===== src/rtl/cb_heep_timer.sv =====
// Register-bus timer peripheral: prescaled up-counter with compare match, overflow flag
// and a level interrupt, accessed through reg_req_t / reg_rsp_t transactions.
package reg_pkg;
  typedef struct packed {
    logic        valid;
    logic        write;
    logic [31:0] addr;
    logic [31:0] wdata;
    logic [3:0]  wstrb;
  } reg_req_t;

  typedef struct packed {
    logic [31:0] rdata;
    logic        error;
    logic        ready;
  } reg_rsp_t;
endpackage

module cb_heep_timer #(
  parameter type         reg_req_t   = reg_pkg::reg_req_t,
  parameter type         reg_rsp_t   = reg_pkg::reg_rsp_t,
  parameter int unsigned CNT_WIDTH   = 32,
  parameter int unsigned PRESC_WIDTH = 8
) (
  input  logic     clk_i,
  input  logic     rst_ni,
  input  reg_req_t reg_req_i,
  output reg_rsp_t reg_rsp_o,
  output logic     irq_o
);

  localparam int unsigned CW = CNT_WIDTH;
  localparam int unsigned PW = PRESC_WIDTH;

  localparam logic [1:0] SEL_CTRL   = 2'd0;
  localparam logic [1:0] SEL_COUNT  = 2'd1;
  localparam logic [1:0] SEL_CMP    = 2'd2;
  localparam logic [1:0] SEL_STATUS = 2'd3;

  logic          en_q, en_d, auto_q, auto_d, irqen_q, irqen_d;
  logic [PW-1:0] presc_q, presc_d, presc_cnt_q, presc_cnt_d;
  logic [CW-1:0] count_q, count_d, cmp_q, cmp_d;
  logic          match_q, match_d, ovf_q, ovf_d;

  logic          misaligned, req_ok, wr_ctrl, wr_count, wr_cmp, wr_status;
  logic [1:0]    sel;
  logic          tick, hit, match_set, ovf_set;
  logic [31:0]   rd_mux;
  logic          unused_addr;

  function automatic logic [31:0] byte_merge(input logic [31:0] old_v,
                                             input logic [31:0] new_v,
                                             input logic [3:0]  be);
    logic [31:0] res;
    for (int b = 0; b < 4; b++) begin
      res[8*b +: 8] = be[b] ? new_v[8*b +: 8] : old_v[8*b +: 8];
    end
    return res;
  endfunction

  assign unused_addr = ^reg_req_i.addr[31:4];

  // Address decode; misaligned accesses are rejected and never write
  always_comb begin
    sel        = reg_req_i.addr[3:2];
    misaligned = reg_req_i.valid & (reg_req_i.addr[1:0] != 2'b00);
    req_ok     = reg_req_i.valid & ~misaligned;
    wr_ctrl    = req_ok & reg_req_i.write & (sel == SEL_CTRL);
    wr_count   = req_ok & reg_req_i.write & (sel == SEL_COUNT);
    wr_cmp     = req_ok & reg_req_i.write & (sel == SEL_CMP);
    wr_status  = req_ok & reg_req_i.write & (sel == SEL_STATUS);
  end

  // Prescaler and CTRL update
  always_comb begin
    tick        = en_q & (presc_cnt_q == presc_q);
    presc_cnt_d = (wr_ctrl | ~en_q | tick) ? '0 : presc_cnt_q + PW'(1);
    en_d        = en_q;
    auto_d      = auto_q;
    irqen_d     = irqen_q;
    presc_d     = presc_q;
    if (wr_ctrl && reg_req_i.wstrb[0]) begin
      en_d    = reg_req_i.wdata[0];
      auto_d  = reg_req_i.wdata[1];
      irqen_d = reg_req_i.wdata[2];
    end
    if (wr_ctrl && reg_req_i.wstrb[1]) begin
      presc_d = reg_req_i.wdata[8 +: PW];
    end
  end

  // Counter and flags; a software COUNT write overrides the tick increment
  always_comb begin
    hit       = (count_q == cmp_q);
    count_d   = count_q;
    match_set = 1'b0;
    ovf_set   = 1'b0;
    if (tick) begin
      match_set = hit;
      if (hit && auto_q) begin
        count_d = '0;
      end else begin
        ovf_set = (count_q == '1);
        count_d = count_q + CW'(1);
      end
    end
    if (wr_count) begin
      count_d = CW'(byte_merge(32'(count_q), reg_req_i.wdata, reg_req_i.wstrb));
    end
    cmp_d = cmp_q;
    if (wr_cmp) begin
      cmp_d = CW'(byte_merge(32'(cmp_q), reg_req_i.wdata, reg_req_i.wstrb));
    end
    match_d = match_q;
    ovf_d   = ovf_q;
    if (wr_status && reg_req_i.wstrb[0]) begin
      match_d = match_q & ~reg_req_i.wdata[0];
      ovf_d   = ovf_q & ~reg_req_i.wdata[1];
    end
    match_d = match_d | match_set;
    ovf_d   = ovf_d | ovf_set;
  end

  always_ff @(posedge clk_i or negedge rst_ni) begin
    if (!rst_ni) begin
      en_q        <= 1'b0;
      auto_q      <= 1'b0;
      irqen_q     <= 1'b0;
      presc_q     <= '0;
      presc_cnt_q <= '0;
      count_q     <= '0;
      cmp_q       <= '1;
      match_q     <= 1'b0;
      ovf_q       <= 1'b0;
    end else begin
      en_q        <= en_d;
      auto_q      <= auto_d;
      irqen_q     <= irqen_d;
      presc_q     <= presc_d;
      presc_cnt_q <= presc_cnt_d;
      count_q     <= count_d;
      cmp_q       <= cmp_d;
      match_q     <= match_d;
      ovf_q       <= ovf_d;
    end
  end

  // Read mux and response; zero wait states
  always_comb begin
    rd_mux = '0;
    unique case (sel)
      SEL_CTRL: begin
        rd_mux[0]       = en_q;
        rd_mux[1]       = auto_q;
        rd_mux[2]       = irqen_q;
        rd_mux[8 +: PW] = presc_q;
      end
      SEL_COUNT:  rd_mux = 32'(count_q);
      SEL_CMP:    rd_mux = 32'(cmp_q);
      SEL_STATUS: rd_mux = {30'd0, ovf_q, match_q};
      default:    rd_mux = '0;
    endcase
    reg_rsp_o       = '0;
    reg_rsp_o.ready = 1'b1;
    reg_rsp_o.error = misaligned;
    reg_rsp_o.rdata = (req_ok && !reg_req_i.write) ? rd_mux : 32'd0;
  end

  assign irq_o = irqen_q & (match_q | ovf_q);

endmodule


===== config.mk =====
export PLATFORM = sky130hd
export DESIGN_NAME = cb_heep_timer
export DESIGN_NICKNAME = d
export VERILOG_FILES = /design/src/rtl/cb_heep_timer.sv
export SDC_FILE = /design/constraint.sdc
export NUM_CORES = 1
export LEC_CHECK = 0
export CORE_MARGIN = 1.5
export CORE_UTILIZATION = 30
export CTS_BUF_LIST = sky130_fd_sc_hd__clkbuf_16
export DETAILED_ROUTE_END_ITERATION = 8
export HOLD_SLACK_MARGIN = 0.03
export SYNTH_ARGS = -nofsm -noshare
export SYNTH_HDL_FRONTEND = slang
export SYNTH_SLANG_ARGS = --single-unit

===== constraint.sdc =====
create_clock -name clk_i -period 6 [get_ports clk_i]
set_input_delay 0.6 -clock clk_i [delete_from_list [all_inputs] [get_ports clk_i]]
set_output_delay 0.6 -clock clk_i [all_outputs]
set_load 0.01 [all_outputs]

==> metrics, run 1 <==
CP Data Required Time=5.40 ns; top area cells in the synthesized netlist=dfrtp_1 (25%), dfstp_2 (16%), mux2_2 (9.0%), xnor2_1 (7.0%), nor2_1 (4.8%); vias in the first global route=4,472; clock sinks=85; antenna viol nets, final=0; finished layout cell area=6680 um2; WP data arrival=3.22 ns; Worst Path Class, Setup=primary input to output pin; Nets=731; Slew @ Worst Pin=0.904 ns; maximum VDD drop=0.000142 V; outcome=finished clean; Inserted Diodes=0; Synth top area share=24.5%; clk_skew=0.00977 ns; share of cells above drive strength 1=16.6%; antenna violations before repair=0; crit-path leading delay family=buffers and inverters; biggest area consumer among synthesized cells=dfrtp_1; Area after DPL=6340 um2; Core Region=17,500 um2; synthesis-to-layout area growth=23.6%; crit-path max FO=19; largest net degree at the start of global routing=52; Synth Cell Area=5400 um2; Initial Util=30.9%; Seq cells post-synth=85; combinational power share=20.3%; wire length on met3=649 um; routed wire length=15.7 mm; clk_lat worst skew=0.34 ns; fill count=1,758; critical path's slowest cell=ha_1; post-DP HPWL=11.5 mm; post-CTS setup buffer count=0; Register Area=2170 um2; clock transition at the registers of the reported paths=0.06 ns; per-cell routed wire length=17.8 um; Max Used Layer=met4; Root Buffer=clkbuf_16; WL met1=7.43 mm; total track usage=17.5%; Seq/Total Area, Yosys=40.1%; GRT overflow=0; Tightest Hold Check Type=primary input to asynchronous set/reset pin; RSZ-0062 raised after global routing=no; IO Pins=107; Setup Viol. Count Final=0; slowest stage delay, CP=0.58 ns; Post-synth ARST share=100%; Pint=1.24 mW; global-route wire length before repair=25.0 mm; Slew Viols, Final=0; die area=18,800 um2; Max H-tree Level=3; placed cells=866; crit path time final=3.82 ns; clock share of power=36.1%; multi-input logic area=2970 um2; Synth cell types=55; drt via density=5.32; CTS Buffer Depth=2; Sw Share=29.8%; TritonCTS buffer count=9; NetSw=0.526 mW; Post-Syn Instances=599; die span in x=137 um; Die Span Y=137 um; CP endpoint kind=output pin; CP Cell Sequence=clkdlybuf4s50_1 > inv_1 > ha_1 > buf_4 > a22oi_1 > nor2_1 > a21oi_1 > nor2_1 > clkdlybuf4s50_1; vias post-DR=4,694; setup_tns=0 ns; First DRT Iteration DRCs=410; Leak Pwr=2.50 nW; Critical path buffers and inverters=4; EDFF count, synth=0; Fin. Hold Viols=0; Std-Cell Rows=48; routability-driven placement congestion ratio=0.816; Main synth FF type=dfrtp_1; Achievable Freq=0.262 GHz; Synthesis Warnings=0; CTS Hold Bufs=0; Setup crit start kind=primary input; DRC=0; Avg Cell Area, Syn=9.02 um2; Slew HR=39.2%; CTS resizes=0; Max Cap Violations=0; fin crit share=63.7%; met2 routed WL=7.25 mm; Power Dens Cells=264 nW/um2; Cell Count, Final, Fillers Out=882; DRT Pass-1 Iters=5; syn nets=678; CTS tree=built; Reg power frac=43.6%; Port-buffer cells=77
## synthesized netlist by cell type, drive strengths merged (3+ instances only)
library cell / n
ha: 7
and2: 4
a21oi: 43
xnor2: 43
mux2: 43
nor3: 7
a31oi: 5
nor2: 69
nand3: 42
xor2: 3
nor4: 7
dfrtp: 53
or3: 3
nand2: 37
o22ai: 6
inv: 30
a32oi: 3
and3: 12
a22oi: 34
nand4: 21
clkbuf: 33
o221ai: 8
dfstp: 32
buf: 8
o21ai: 13
o211ai: 6
## layer usage
layer / GRT usage (%) / up-vias
li1: - / 2261
met3: 3.09 / 22
met2: 27.0 / 109
met5: 0 / -
met4: 6.08 / 0
met1: 24.5 / 2302
## flip-flops by register name, summed over array words and instances (netlist names)
signal       count
match_q          1
presc_cnt_q      8
irqen_q          1
auto_q           1
en_q             1
cmp_q           32
ovf_q            1
count_q         32
presc_q          8
## per-stage QoR
| step | total power [mW] | hold slack [ns] | setup WS, ns | utilization [%] |
|---|---|---|---|---|
| floorplan | 0.991 | 0.304 | 3.49 | - |
| global placement | 1.13 | 0.493 | 2.20 | 36.3 |
| detailed placement | 1.14 | 0.509 | 2.19 | 36.3 |
| CTS | 1.78 | 0.218 | 2.17 | 38.2 |
| global route | 1.85 | 0.233 | 1.98 | 38.2 |
| finish | 1.77 | 0.203 | 2.18 | 38.2 |
## kinds of logic (layout without fill, tap and decap cells)
family	count (synthesis)	after routing	share of synthesized area, %
and+or+nand+nor	215	215	20.5
buffers and inverters	71	129	5.30
muxes	44	44	9.15
xor gates and xnor gates	46	46	7.46
DFF	85	85	40.1
other	1	1	0.0694
AOI/OAI and AO/OA	130	130	15.8
adders and majority gates	7	7	1.62
## power groups by stage
stage               clock network, mW  registers [mW]  logic (mW)
CTS                             0.653           0.770       0.359
detailed placement                  0           0.779       0.357
floorplan                           0           0.743       0.248
global placement                    0           0.777       0.357
global route                    0.676           0.785       0.392
finish                          0.637           0.771       0.358
## area by class of cell
class / count / area share, %
multi-input cells: 443 / 44.4
flip-flops and latches: 85 / 32.4
repair buffers: 83 / 12.2
well taps: 225 / 4.22
clock buffers: 9 / 3.37
clock inverters: 7 / 1.70
inverters: 30 / 1.69
## placed cells by master, fill, tap and decap left out, types with 7 or more instances in the layout
cell type,synthesis,final
o21ai_0,13,13
o221ai_1,8,8
ha_1,7,7
a22oi_1,34,34
nand4_1,19,19
nor2_1,69,69
dfrtp_1,53,53
dfstp_2,32,32
clkbuf_16,0,9
and3_1,12,12
inv_1,30,30
nand3_1,41,41
a21oi_1,43,43
nor3_1,7,7
xnor2_1,43,43
clkdlybuf4s50_1,0,76
nand2_1,37,37
buf_4,2,7
mux2_2,43,43
## worst paths after layout
path	startpoint	endpoint	slack (ns)	cells after the start
worst max-delay path	reg_req_i[38]	reg_rsp_o[16]	2.18	9
worst min-delay path	rst_ni	count_q[29]	0.20	1
worst max register to register	count_q[2]	count_q[28]	2.87	7
worst min register to register	match_q	match_q	0.52	2
max in group asynchronous	rst_ni	auto_q	4.75	2
min in group clk_i	match_q	match_q	0.52	2
(Power assumes the default switching activity.)
==> run 2: changes to the inputs <==
clock period = 3.59 ns   (was 6 ns; I/O delays follow)
==> run 2 against run 1 <==
Against the previous run:
- worst setup slack lost 1.6 ns
- wire length grew 2.0%
- clock power grew 45%
- combinational power grew 68%
- sequential power grew 67%
- sequential cell count is the same
- final area is essentially flat
- die area is the same
- core utilization is essentially flat
- sequential share of layout area is essentially flat
- critical path type unchanged
- largest cell class unchanged
- highest routed layer unchanged
==> metrics, run 2 (synthesis results as in run 1) <==
outcome=finished clean; synthesis-to-layout area growth=23.5%; die area=18,800 um2; Setup crit start kind=primary input; Root Buffer=clkbuf_16; critical path's slowest cell=ha_1; GRT overflow=0; Port-buffer cells=77; fin crit share=83.5%; slowest stage delay, CP=0.56 ns; Worst Path Class, Setup=primary input to output pin; Leak Pwr=2.50 nW; Max Cap Violations=0; post-DP HPWL=11.8 mm; antenna viol nets, final=0; CTS Buffer Depth=2; Cell Count, Final, Fillers Out=889; Slew Viols, Final=0; Inserted Diodes=0; most frequent cells in the layout=clkdlybuf4s50_1 (76), nor2_1 (69), dfrtp_1 (53); Nets=738; crit-path max FO=13; CP Cell Sequence=clkdlybuf4s50_1 > inv_1 > ha_1 > buf_4 > a22oi_1 > nor2_1 > clkdlybuf4s50_1; clock transition at the registers of the reported paths=0.06 ns; Fin. Hold Viols=0; R2R setup slack=0.68 ns; antenna violations before repair=0; CTS resizes=0; DRC=0; routed wire length=16.0 mm; Max H-tree Level=3; Slew @ Worst Pin=0.965 ns; Achievable Freq=0.334 GHz; Tightest Hold Check Type=primary input to asynchronous set/reset pin; Std-Cell Rows=48; Area after DPL=6390 um2; DRT Pass-1 Iters=5; RSZ-0062 raised after global routing=no; most used cell, CP=clkdlybuf4s50_1; total track usage=18.2%; WL met1=7.35 mm; finished layout cell area=6680 um2; maximum VDD drop=0.000278 V; Power, Total=2.82 mW; TritonCTS buffer count=9; IO Pins=107; vias in the first global route=4,653; Hold WS=0.0276 ns; clock sinks=85; largest net degree at the start of global routing=48; Regs by FF count=cmp_q (32), count_q (32); CP Data Required Time=3.23 ns; clk_lat worst skew=0.35 ns; post-CTS setup buffer count=0; Slew HR=35.1%; crit path time final=3.00 ns; wire length on met3=900 um; clk_skew=0.0142 ns; per-cell routed wire length=18.0 um; met2 routed WL=7.40 mm; CTS Hold Bufs=0; most common cell after layout, fill and taps aside=clkdlybuf4s50_1; WP data arrival=2.64 ns; placed cells=873; share of cells above drive strength 1=16.9%; Max Used Layer=met4; crit-path leading delay family=buffers and inverters; FF-to-FF Start=count_q[2]; setup_tns=0 ns; CTS tree=built; crit path from=reg_req_i[38]; global-route wire length before repair=25.9 mm; die span in x=137 um; CP endpoint kind=output pin; Power Dens Cells=422 nW/um2; fill count=1,789; routability-driven placement congestion ratio=0.853; Critical path buffers and inverters=4; Die Span Y=137 um; Core Region=17,500 um2; drt via density=5.40; Setup Viol. Count Final=0; First DRT Iteration DRCs=385; vias post-DR=4,801; Initial Util=30.9%
[run 2: metrics by stage]
step	utilization (%)	setup slack, ns
3_5_place_dp	36.6	0.551
2_1_floorplan	-	1.30
4_1_cts	38.2	0.587
5_1_grt	38.2	0.373
6_report	38.2	0.592
3_3_place_gp	36.6	0.560
[run 2: worst register-to-register path, cell delays in order, from the launching register on]
cell and delay, ns:
dfrtp_1 0.49, xnor2_1 0.38, nand4_1 0.22, nor4_2 0.61, a31oi_4 0.40, nand2_1 0.48
o221ai_1 0.19
[run 2: routing by layer]
metal	track usage, %	vias to the layer above
met5	0	-
met4	6.43	0
met3	3.35	28
met2	28.5	150
met1	25.2	2337
li1	-	2286
[run 2: power by group]
group / internal [mW] / switching [mW]
Combinational: 0.280 / 0.322
Clock: 0.530 / 0.395
Sequential: 1.12 / 0.173
[run 2: worst paths after layout]
| path | end | cells past startpoint |
|---|---|---|
| worst min register to register | presc_cnt_q[0] | 1 |
| min in group clk_i | presc_cnt_q[0] | 1 |
| worst max register to register | count_q[10] | 6 |
| max in group asynchronous | cmp_q[15] | 2 |
| worst min-delay path | count_q[30] | 1 |
| worst max-delay path | reg_rsp_o[26] | 7 |
[run 2: final cells by class]
cell class	instances	area, um2	area share [%]
Clock buffer	9	225	3.37
Clock inverter	7	58.8	0.881
Inverter	30	113	1.69
Multi-Input combinational cell	443	2970	44.4
Sequential cell	85	2170	32.5
Tap cell	225	282	4.22
Timing Repair Buffer	90	866	13.0
